<file path="src/rtl/spi_target.sv">
`default_nettype none
// ============================================================================
// Module      : spi_target
// Description : Mode-0 SPI target, MSB first, full duplex. SCLK, SS_N and
//               MOSI are oversampled in the system clock domain. A TX
//               holding register feeds the MISO shifter; received words
//               are presented with a single-cycle valid pulse.
// Revision    : 1.0 - initial release
// ============================================================================
module spi_target #(
    parameter int                    DATA_WIDTH = 8,
    parameter logic [DATA_WIDTH-1:0] IDLE_WORD  = {DATA_WIDTH{1'b1}}
) (
    input  logic                  clk_i,
    input  logic                  rst_ni,
    input  logic                  sclk_i,
    input  logic                  ss_ni,
    input  logic                  sd_i,
    output logic                  sd_o,
    output logic                  sd_oe_o,
    input  logic [DATA_WIDTH-1:0] tx_data_i,
    input  logic                  tx_valid_i,
    output logic                  tx_ready_o,
    output logic [DATA_WIDTH-1:0] rx_data_o,
    output logic                  rx_valid_o,
    output logic                  tx_underrun_o,
    output logic                  busy_o
);

    localparam int                 c_CNT_W    = $clog2(DATA_WIDTH);
    localparam logic [c_CNT_W-1:0] c_LAST_BIT = c_CNT_W'(DATA_WIDTH - 1);

    typedef enum logic [0:0] {
        S_IDLE   = 1'b0,
        S_ACTIVE = 1'b1
    } state_t;

    // Synchronizer chains plus a third stage for edge detection
    logic r_sclk_meta, r_sclk_sync, r_sclk_d;
    logic r_ss_meta, r_ss_sync, r_ss_d;
    logic r_sd_meta, r_sd_sync;
    // Registered single-cycle edge strobes
    logic r_sclk_rise, r_sclk_fall, r_ss_rise, r_ss_fall;
    // r_live[1] marks that the ss sync stage holds a genuine sample;
    // r_armed is set once ss_n has really been seen high since reset.
    logic [1:0] r_live;
    logic       r_armed;

    state_t                  r_state;
    logic [c_CNT_W-1:0]      r_bit_cnt;
    logic                    r_first;
    logic [DATA_WIDTH-1:0]   r_tx_shift;
    logic [DATA_WIDTH-1:0]   r_rx_shift;
    logic                    r_hold_full;
    logic [DATA_WIDTH-1:0]   r_hold_data;

    logic w_start;
    logic w_reload;
    logic w_load;

    // Frame start, and word-boundary reload on SCLK fall (ss_n rise and
    // sclk rise take precedence over a fall in the same cycle).
    assign w_start  = (r_state == S_IDLE) && r_ss_fall && r_armed;
    assign w_reload = (r_state == S_ACTIVE) && !r_ss_rise && !r_sclk_rise &&
                      r_sclk_fall && (r_bit_cnt == '0) && !r_first;
    assign w_load   = w_start || w_reload;

    assign tx_ready_o = ~r_hold_full;

    // Oversample the SPI pins and derive registered edge strobes
    always_ff @(posedge clk_i or negedge rst_ni) begin
        if (!rst_ni) begin
            r_sclk_meta <= 1'b0;
            r_sclk_sync <= 1'b0;
            r_sclk_d    <= 1'b0;
            r_ss_meta   <= 1'b1;
            r_ss_sync   <= 1'b1;
            r_ss_d      <= 1'b1;
            r_sd_meta   <= 1'b0;
            r_sd_sync   <= 1'b0;
            r_sclk_rise <= 1'b0;
            r_sclk_fall <= 1'b0;
            r_ss_rise   <= 1'b0;
            r_ss_fall   <= 1'b0;
            r_live      <= 2'b00;
            r_armed     <= 1'b0;
        end else begin
            r_sclk_meta <= sclk_i;
            r_sclk_sync <= r_sclk_meta;
            r_sclk_d    <= r_sclk_sync;
            r_ss_meta   <= ss_ni;
            r_ss_sync   <= r_ss_meta;
            r_ss_d      <= r_ss_sync;
            r_sd_meta   <= sd_i;
            r_sd_sync   <= r_sd_meta;
            r_sclk_rise <= r_sclk_sync & ~r_sclk_d;
            r_sclk_fall <= ~r_sclk_sync & r_sclk_d;
            r_ss_rise   <= r_ss_sync & ~r_ss_d;
            r_ss_fall   <= ~r_ss_sync & r_ss_d;
            r_live      <= {r_live[0], 1'b1};
            if (r_live[1] && r_ss_sync) begin
                r_armed <= 1'b1;
            end
        end
    end

    // TX holding register: accept when empty, empty when loaded to shifter
    always_ff @(posedge clk_i or negedge rst_ni) begin
        if (!rst_ni) begin
            r_hold_full <= 1'b0;
            r_hold_data <= '0;
        end else if (w_load && r_hold_full) begin
            r_hold_full <= 1'b0;
        end else if (tx_valid_i && !r_hold_full) begin
            r_hold_full <= 1'b1;
            r_hold_data <= tx_data_i;
        end
    end

    // Frame state machine with shifters and registered outputs
    always_ff @(posedge clk_i or negedge rst_ni) begin
        if (!rst_ni) begin
            r_state       <= S_IDLE;
            r_bit_cnt     <= '0;
            r_first       <= 1'b0;
            r_tx_shift    <= '0;
            r_rx_shift    <= '0;
            sd_o          <= 1'b0;
            sd_oe_o       <= 1'b0;
            busy_o        <= 1'b0;
            rx_data_o     <= '0;
            rx_valid_o    <= 1'b0;
            tx_underrun_o <= 1'b0;
        end else begin
            rx_valid_o    <= 1'b0;
            tx_underrun_o <= 1'b0;

            if (w_load) begin
                if (r_hold_full) begin
                    r_tx_shift <= r_hold_data;
                end else begin
                    r_tx_shift    <= IDLE_WORD;
                    tx_underrun_o <= 1'b1;
                end
            end

            case (r_state)
                S_IDLE: begin
                    if (w_start) begin
                        r_state   <= S_ACTIVE;
                        r_bit_cnt <= '0;
                        r_first   <= 1'b1;
                        sd_oe_o   <= 1'b1;
                        busy_o    <= 1'b1;
                    end
                end
                S_ACTIVE: begin
                    sd_o <= r_tx_shift[DATA_WIDTH-1];
                    if (r_ss_rise) begin
                        // Partial RX bits are simply dropped
                        r_state   <= S_IDLE;
                        r_bit_cnt <= '0;
                        sd_oe_o   <= 1'b0;
                        busy_o    <= 1'b0;
                    end else if (r_sclk_rise) begin
                        r_first    <= 1'b0;
                        r_rx_shift <= {r_rx_shift[DATA_WIDTH-2:0], r_sd_sync};
                        if (r_bit_cnt == c_LAST_BIT) begin
                            rx_data_o  <= {r_rx_shift[DATA_WIDTH-2:0], r_sd_sync};
                            rx_valid_o <= 1'b1;
                            r_bit_cnt  <= '0;
                        end else begin
                            r_bit_cnt <= r_bit_cnt + 1'b1;
                        end
                    end else if (r_sclk_fall && !w_reload) begin
                        r_tx_shift <= {r_tx_shift[DATA_WIDTH-2:0], 1'b0};
                    end
                end
                default: begin
                    r_state <= S_IDLE;
                end
            endcase
        end
    end

endmodule
`default_nettype wire

</file>
<file path="config.mk">
export PLATFORM = sky130hd
export DESIGN_NAME = spi_target
export DESIGN_NICKNAME = d
export VERILOG_FILES = /design/src/rtl/spi_target.sv
export SDC_FILE = /design/constraint.sdc
export NUM_CORES = 1
export LEC_CHECK = 0
export BUFFER_PORTS_ARGS = -buffer_cell sky130_fd_sc_hd__buf_2
export CAP_MARGIN = 30
export CORE_MARGIN = 2
export CORE_UTILIZATION = 25
export DETAILED_ROUTE_END_ITERATION = 10
export SYNTH_ARGS = -nofsm -noshare
export SYNTH_HDL_FRONTEND = slang
export SYNTH_SLANG_ARGS = --single-unit
</file>
<file path="constraint.sdc">
create_clock -name clk_i -period 1.87 [get_ports clk_i]
set_clock_uncertainty 0.2 [all_clocks]
set_input_delay 0.0935 -clock clk_i [delete_from_list [all_inputs] [get_ports clk_i]]
set_output_delay 0.0935 -clock clk_i [all_outputs]
set_load 0.05 [all_outputs]
</file>
==> impl_results.md <==
- Status: complete, no violations
- Wire per inst: 11.1 microns
- Via count: 1414
- Hpwl dp: 2610 microns
- Antenna violations before repair: 0
- Setup TNS: 0 ns
- CP Launch Type: flop
- Synthesized instance count: 180
- Core area: 0.00872 sq mm
- Final Setup Violations: 0
- Final Wtd Congestion: 0.730
- Seq cells post-synth: 56
- VDD IR-drop max: 0.000278 V
- CP max FO: 9
- Die area: 0.00974 sq mm
- WL final: 3720 microns
- Post-synthesis xor/xnor area fraction: 0%
- RSZ-0062 raised after global routing: false
- Critical path class: reg2reg
- Area grow syn2layout: 24.0%
- Starting Density: 25.7%
- GR Overflow Total: 0
- # DRC: 0
- CP required: 1.86 ns
- R2r setup slk: 0.1 ns
- Top FF cell, synth: dfrtp_1
- Number of enable flip-flop cells after synthesis: 0
- GRT Util Overall: 8.04%
- Share of cells above drive strength 1: 32.6%
- Final hold violations: 0
- Clk slew on worst S/H paths: 0.10 ns
- Pwr Total: 3390 uW
- Distinct cell type count after synthesis: 26
- Post-Synth Simple-Gate Area: 13.1%
- Fin area: 0.00278 sq mm
- Seq/Total Area, Yosys: 62.7%
- Compound-Gate Fraction of Synth Area: 5.92%
- Chip height: 98.7 microns
- Warning count from the yosys run: 0
- Post-layout min period: 1.77 ns
- Largest family of logic cells by synthesized area: simple AND/OR/NAND/NOR gates
- Critical path arrival: 1.77 ns
- First-pass DRT Iterations: 4
- Post-route ant nets: 0
- Largest net degree at the start of global routing: 21
- Clock latency on the worst-skew pair: 0.30 ns
- Adder-Cell Fraction of Synth Area: 1.68%
- Area occupied by multi-input gates: 743 sq um
- H-tree depth: 2
- Final worst-path cycle share: 94.7%
- CTS Root Cell: clkbuf_8
- CTS buffer count: 5
- Sequential cell area: 0.00141 sq mm
- # clock sinks: 56
- Hold Path Class: in2async
- Global-route wire length before repair: 6400 microns
- PD cells: 1220 mW/mm^2
- I/O pins: 28
- Vias in the first global route: 1429
- Syn_nets: 197
- CP endpoint kind: flop
- Net count of the finished layout: 243
- Slew Viols, Final: 0
- Port Buf Inserts: 27
- Iteration-0 DRC Markers: 73
- Multiplexer share of the synthesized area: 12.1%
- CTS tree: built
- Post-synthesis async set-or-reset flop share: 100%
- Fmax: 0.565 GHz
- Vias/cell: 4.22
- Die Wd: 98.7 microns
- Inserted Diodes: 0
- Leak: 0.00137 uW
- # rows: 34
- Clock Path Buffers: 2
- Post-Syn Area: 0.00224 sq mm
- Max Cap Viol: 0
- Fillers: 878
- DP Area: 0.00253 sq mm
- Syn Area/Cell: 12.4 sq um
## per-stage QoR
step	worst slack, ns	cells	hold WS (ns)	utilization, %
final	0.0994	335	0.0698	31.9
after detailed placement	0.123	313	-0.114	29.0
after CTS	0.0957	333	0.0725	31.6
after global placement	0.181	313	-0.120	29.0
after global routing	0.00320	335	0.0980	31.9
after floorplan	0.102	180	-0.402	-
## metal layers
layer  vias up  share of wire (%)  global-route usage (%)
li1        697                  -                       -
met1       687                 48                    10.3
met2        23                 47                    12.8
met3         7                3.5                    2.34
met4         0                1.5                    3.16
met5         -                  0                       0
## power by group
group	switching [uW]	internal, uW	total (uW)
clock network	380	397	777
logic	463	450	913
registers	193	1500	1700
total	1040	2350	3390
## kinds of logic (layout without fill, tap and decap cells)
group           count (synthesis)  in the layout
buf+inv                        22             69
other cells                     1              1
simple gates                   57             57
mux                            24             24
compound gates                 17             17
fa+ha+maj                       3              3
flops                          56             56
## worst max-delay path: stages, from the launching register on
cell and delay (ns):
dfrtp_1 0.41, buf_4 0.14, ha_1 0.19, ha_1 0.22, nand2_4 0.14, mux2_2 0.35
## sequential cells by signal, indices dropped and copies added, names as in the netlist, 2 cells and up
register,flops
rx_data_o,8
r_bit_cnt,3
r_live,2
r_hold_data,8
r_tx_shift,8
r_rx_shift,7
## cells in the final DEF, fill, tap and decap left out
master,Yosys,layout
dfrtp_1,53,53
buf_2,4,27
nand2_1,26,26
mux2_2,24,24
inv_1,13,13
nor2b_1,12,12
dlygate4sd3_1,0,12
nand3_1,10,10
buf_4,3,8
o221ai_1,7,6
clkbuf_8,0,5
nor2_1,3,3
o21ai_0,3,3
ha_1,3,3
dfstp_2,3,3
nand3b_1,2,2
a21o_1,2,2
nor3b_2,1,1
nand4bb_1,1,1
o221ai_2,0,1
o41a_1,1,1
o21ai_1,1,1
and3b_1,1,1
nand2_4,1,1
a32o_1,1,1
o31ai_1,1,1
o211ai_1,1,1
clkinv_2,0,1
clkinvlp_4,0,1
bufinv_16,0,1
buf_12,0,1
conb_1,1,1
## cell type report
type	count	area share (%)
Sequential cell	56	50.6
Tap cell	108	4.86
Clock inverter	3	1.53
Clock buffer	5	2.48
Inverter	13	1.76
Multi-Input combinational cell	102	26.7
Timing Repair Buffer	48	12.1
## worst paths after layout
check,to,cells after the start,from
setup / recovery,rx_data_o[7],5,r_bit_cnt[0]
hold / removal,r_bit_cnt[0],2,rst_ni
setup reg to reg,rx_data_o[7],5,r_bit_cnt[0]
hold reg to reg,r_sclk_sync,0,r_sclk_meta
max in group asynchronous,r_tx_shift[1],3,rst_ni
min in group clk_i,r_hold_full,4,tx_valid_i
## cells in the mapped netlist (3+ instances only)
cell type | count | area, sq um
o221ai_1 | 7 | 61.3
nand3_1 | 10 | 50.1
ha_1 | 3 | 37.5
inv_1 | 13 | 48.8
dfstp_2 | 3 | 78.8
buf_4 | 3 | 22.5
mux2_2 | 24 | 270
buf_2 | 4 | 20.0
o21ai_0 | 3 | 15.0
nand2_1 | 26 | 97.6
nor2_1 | 3 | 11.3
dfrtp_1 | 53 | 1330
nor2b_1 | 12 | 75.1
## timing repair
action | CTS | global route
hold buffers | 12 | 0
resized for setup | 0 | 1
hold endpoints to repair | 46 | 0
buffers inserted | 0 | 2
endpoints found under the setup margin | 0 | 2
Power figures use the tool's default switching activity.
